===== src/rtl/apb_master_bridge.sv =====
// rtl/apb_master_bridge.sv - CPU request to APB3 initiator with one-hot PSEL window decode
// Optional ACCESS-phase timeout enabled by defining APB_TIMEOUT_EN.
module apb_master_bridge #(
  parameter int          NUM_SLV     = 4,
  parameter logic [31:0] BASE_ADDR   = 32'h1000_0000,
  parameter int          SPAN_BITS   = 12,
  parameter int          TIMEOUT_CYC = 256
) (
  input  logic                   PCLK,
  input  logic                   PRESET,
  input  logic                   transfer,
  input  logic                   write,
  input  logic [31:0]            addr,
  input  logic [31:0]            wdata,
  output logic [31:0]            rdata,
  output logic                   ready,
  output logic                   err,
  output logic                   busy,
  output logic [31:0]            PADDR,
  output logic                   PWRITE,
  output logic [31:0]            PWDATA,
  output logic [NUM_SLV-1:0]     PSEL,
  output logic                   PENABLE,
  input  logic [32*NUM_SLV-1:0]  PRDATA_ALL,
  input  logic [NUM_SLV-1:0]     PREADY_ALL
);

  localparam int IDX_W  = (NUM_SLV > 1) ? $clog2(NUM_SLV) : 1;
  localparam int PAGE_W = 32 - SPAN_BITS;
  localparam logic [PAGE_W-1:0] NUM_SLV_P = PAGE_W'(NUM_SLV);

  typedef enum logic [1:0] {IDLE, SETUP, ACCESS, DONE} state_t;

  state_t           state;
  logic [IDX_W-1:0] sel_idx;
  logic [PAGE_W-1:0] page_off;
  logic             hit;
  logic             pready_sel;
  logic [31:0]      prdata_sel;

  // Unsigned window offset: addresses below BASE_ADDR wrap to a large value and miss.
  assign page_off   = addr[31:SPAN_BITS] - BASE_ADDR[31:SPAN_BITS];
  assign hit        = (page_off < NUM_SLV_P);
  assign pready_sel = PREADY_ALL[sel_idx];
  assign prdata_sel = PRDATA_ALL[{sel_idx, 5'b00000} +: 32];

`ifdef APB_TIMEOUT_EN
  localparam int CNT_W = $clog2(TIMEOUT_CYC + 1);
  localparam logic [CNT_W-1:0] CNT_LAST = CNT_W'(TIMEOUT_CYC - 1);
  logic [CNT_W-1:0] acc_cnt;
`endif

  always_ff @(posedge PCLK) begin
    if (!PRESET) begin
      state   <= IDLE;
      sel_idx <= '0;
      PSEL    <= '0;
      PENABLE <= 1'b0;
      PADDR   <= '0;
      PWDATA  <= '0;
      PWRITE  <= 1'b0;
      rdata   <= '0;
      ready   <= 1'b0;
      err     <= 1'b0;
      busy    <= 1'b0;
`ifdef APB_TIMEOUT_EN
      acc_cnt <= '0;
`endif
    end else begin
      ready <= 1'b0;
      case (state)
        IDLE: begin
          if (transfer) begin
            PADDR  <= addr;
            PWDATA <= wdata;
            PWRITE <= write;
            busy   <= 1'b1;
            if (hit) begin
              sel_idx <= page_off[IDX_W-1:0];
              PSEL    <= '0;
              PSEL[page_off[IDX_W-1:0]] <= 1'b1;
              PENABLE <= 1'b0;
              err     <= 1'b0;
              state   <= SETUP;
            end else begin
              err   <= 1'b1;
              state <= DONE;
            end
          end
        end
        SETUP: begin
          PENABLE <= 1'b1;
          state   <= ACCESS;
`ifdef APB_TIMEOUT_EN
          acc_cnt <= '0;
`endif
        end
        ACCESS: begin
          if (pready_sel) begin
            if (!PWRITE) rdata <= prdata_sel;
            PSEL    <= '0;
            PENABLE <= 1'b0;
            err     <= 1'b0;
            ready   <= 1'b1;
            state   <= DONE;
          end
`ifdef APB_TIMEOUT_EN
          else if (acc_cnt == CNT_LAST) begin
            PSEL    <= '0;
            PENABLE <= 1'b0;
            err     <= 1'b1;
            ready   <= 1'b1;
            state   <= DONE;
          end else begin
            acc_cnt <= acc_cnt + 1'b1;
          end
`endif
        end
        DONE: begin
          // Decode misses enter DONE with ready low so the pulse lands one cycle later.
          if (!ready) begin
            ready <= 1'b1;
          end else begin
            busy  <= 1'b0;
            err   <= 1'b0;
            state <= IDLE;
          end
        end
        default: state <= IDLE;
      endcase
    end
  end

endmodule


===== config.mk =====
export PLATFORM = sky130hd
export DESIGN_NAME = apb_master_bridge
export DESIGN_NICKNAME = d
export VERILOG_FILES = /design/src/rtl/apb_master_bridge.sv
export SDC_FILE = /design/constraint.sdc
export NUM_CORES = 1
export LEC_CHECK = 0
export ABC_CLOCK_PERIOD_IN_PS = 2300
export CAP_MARGIN = 40
export CORE_AREA = 2 2 119 121
export CTS_BUF_LIST = sky130_fd_sc_hd__clkbuf_8
export DETAILED_ROUTE_END_ITERATION = 16
export DIE_AREA = 0 0 121 123
export PLACE_DENSITY = 0.78
export RECOVER_POWER = 100
export SYNTH_ARGS = -nofsm -noshare
export SYNTH_HDL_FRONTEND = slang
export SYNTH_SLANG_ARGS = --single-unit

===== constraint.sdc =====
create_clock -name PCLK -period 2.3 [get_ports PCLK]
set_input_delay 0.345 -clock PCLK [delete_from_list [all_inputs] [get_ports PCLK]]
set_output_delay 0.345 -clock PCLK [all_outputs]
set_load 0.03 [all_outputs]

==> results.md <==
- Status: finished, final reports clean
- Routed len/inst: around 16 µm
- Share of cells above drive strength 1: around 7.6%
- Hold Path Class: flip-flop to flip-flop
- Critical Path Source Type: input port
- Total track usage: about a fifth
- Setup bufs post-CTS: 0
- Cells after Synth: between 500 and 600
- CTS H-Tree Depth: 3
- CP max-delay cell: or4_1
- GPL Wtd Cong: approximately 0.83
- Final Critical Period: 2070 ps
- Post-route DRC violation count: 0
- Largest net degree at the start of global routing: 57
- Post_cts resized: 0
- Cts hold-fix bufs: 0
- Routed Antenna Nets: 0
- Worst r2r src: state[0]$_SDFFE_PN0P_
- Largest family of logic cells by synthesized area: simple AND/OR/NAND/NOR gates
- Setup crit end kind: flip-flop
- Post-synthesis sequential area ratio: 45.7%
- CP Cell Sequence: clkdlybuf4s50_1 > or4_1 > nor3_2 > a31oi_1 > or3b_1 > mux2i_1
- Longest Clk Path Bufs: 2
- Die Wd: ~120 µm
- Skew final: about 9.5 ps
- Initial antenna violation count: 0
- Max Clk Rate: 484 MHz
- WP data arrival: 2320 ps
- Worst Min Path Start: rdata[6]$_SDFFE_PN0P_
- Clock Pin Slew Worst Setup and Hold Paths: ~100 ps
- Synth Area in XOR/XNOR: 0%
- Finished Cell Area: 8150 µm²
- PnR Total Power: 5830 µW
- Cell Area, Synth: between 4000 and 5000 µm²
- Slew HR: 65.5%
- Synth Register Bits: 109
- Post-detail-place hpwl: about 12 mm
- Root buf cell: clkbuf_8
- TritonCTS Buffers: 9
- Die area: 14900 µm²
- First-pass GRT wire length: 23.6 mm
- Avg Cell Area, Syn: approximately 8.8 µm²
- LEAKAGE: 0.00317 µW
- FP Rows: 43
- TritonCTS clock tree: built
- Worst-Margin Slew: roughly 520 ps
- Final nets: ~1000
- Area Overhead vs Synth: 70.8%
- Vias in the first global route: ~4700
- Number of max-cap violations: 0
- Final WL: 15.8 mm
- Via count: slightly below 5000
- Power per cell area: 715 nW/µm²
- Initial DRC Count: 232
- Adder-Cell Fraction of Synth Area: between 1.5 and 2%
- Critical Path Max Stage Delay: 570 ps
- Io pins: approximately 310
- CP max FO: 4
- Post-Synth Simple-Gate Area: approximately 20%
- Compound-cell area share of the yosys netlist: a little under an eighth
- Netlist cell types: 35
- Syn nets: 748
- Gr ovfl total: 0
- CORE AREA: 13600 µm²
- Ant. Diodes: 0
- Crit path kind: input port to flip-flop
- Num Clock Sinks: roughly 110
- Post-Place Cell Area: 8000 µm²
- Die H: around 120 µm
- # port buffers: between 300 and 400
- Setup TNS: 0 ps
- Mux cell area share after synthesis: ~17%
- Max Slew Vio Count: 0
- Final Cycle Share: between 80% and 90%
- Final hold slack: 454 ps
- Drt first pass iters: 6
- Final setup viols: 0
- Synth Warn #: 0
- RSZ-0062 raised after global routing: false
- Worst EP required: between 2000 and 3000 ps
- Max VDD drop: between 0.3 and 0.4 mV
- Post-Route Utilization: between 50% and 60%
- Clock latency on the worst-skew pair: around 370 ps
- Crit path launch: addr[16]
- Initial Util: a little over a third
- DR vias/cell: 4.83
- Fin. Hold Viols: 0
area by class of cell:
type	count	area, µm²
Clock buffer	9	124
Sequential cell	109	2180
Inverter	4	16.3
Clock inverter	7	43.8
Tap cell	180	225
Fill cell	1223	5460
Timing Repair Buffer	315	3180
Multi-Input combinational cell	387	2390
per-stage QoR:
step | setup slack, ps | instances
after global placement | -57.3 | 995
after detailed placement | -91.4 | 995
after floorplan | 448 | 542
after global routing | 110 | 1011
final | 234 | 1011
after CTS | 313 | 1011
logic make-up after synthesis:
kind of cell | Yosys count
DFF | 109
muxes | 40
buffers and inverters | 46
and+or+nand+nor | 234
AOI/OAI and AO/OA | 107
adders and majority gates | 6
worst paths after layout:
path / to / slack (ps) / cells past startpoint
hold reg to reg: rdata[6]$_SDFFE_PN0P_ / 450 / 2
setup / recovery: PSEL[1]$_SDFFE_PN0P_ / 230 / 6
setup reg to reg: PWDATA[4]$_SDFFE_PN0P_ / 290 / 6
hold / removal: rdata[6]$_SDFFE_PN0P_ / 450 / 2
power by group:
part           total, µW  switching [µW]  internal [µW]
clock network       1060             664            391
logic               2460            1430           1030
registers           2310             136           2180
total               5830            2230           3600
Yosys cell counts (all sizes together):
cell type / instances / area, µm²
inv: 3 / 11.3
nand2: 206 / 773
ha: 6 / 75.1
o21ai: 2 / 10.0
a21oi: 99 / 495
nand4b: 1 / 8.76
and3: 2 / 15.0
mux4: 33 / 743
clkbuf: 32 / 130
nor2: 7 / 26.3
a221oi: 1 / 8.76
nand3: 3 / 15.0
nand2b: 3 / 18.8
mux2i: 7 / 70.1
a211oi: 1 / 7.51
nor3: 2 / 21.3
o21bai: 1 / 7.51
buf: 10 / 53.8
or4: 2 / 18.8
o31ai: 1 / 7.51
nor4: 2 / 12.5
clkinv: 1 / 3.75
nand3b: 2 / 15.0
o211ai: 1 / 7.51
and2: 1 / 6.26
dfxtp: 109 / 2180
nor4b: 1 / 8.76
or3b: 1 / 8.76
or2: 1 / 6.26
a31oi: 1 / 6.26
layer usage:
layer	vias to the layer above	GRT usage, %	share of wire, %
met5	-	0	0
met4	0	9.59	3.3
met3	30	4.98	7.6
met2	209	37.2	52
met1	2229	22.2	37
li1	2414	-	-
flip-flops by register name (all words and copies together), names as in the netlist:
signal / flops
PADDR: 32
PSEL: 4
busy: 1
PWRITE: 1
state: 2
rdata: 32
PWDATA: 32
PENABLE: 1
sel_idx: 2
ready: 1
err: 1
worst max-delay path, delay by kind of cell:
family                 cells  cell delay, ps
buffers and inverters      1             410
AND/OR/NAND/NOR            3            1290
multiplexers               1             170
AO/OA/AOI/OAI              1             110
layout by cell type, fill, tap and decap left out, types with 7 or more instances in the layout:
cell type / count
a21oi_1: 99
buf_4: 7
mux2i_1: 7
mux4_2: 33
clkbuf_8: 9
dfxtp_1: 109
clkdlybuf4s50_1: 199
dlygate4sd3_1: 105
nand2_1: 206
(Power assumes the default switching activity.)
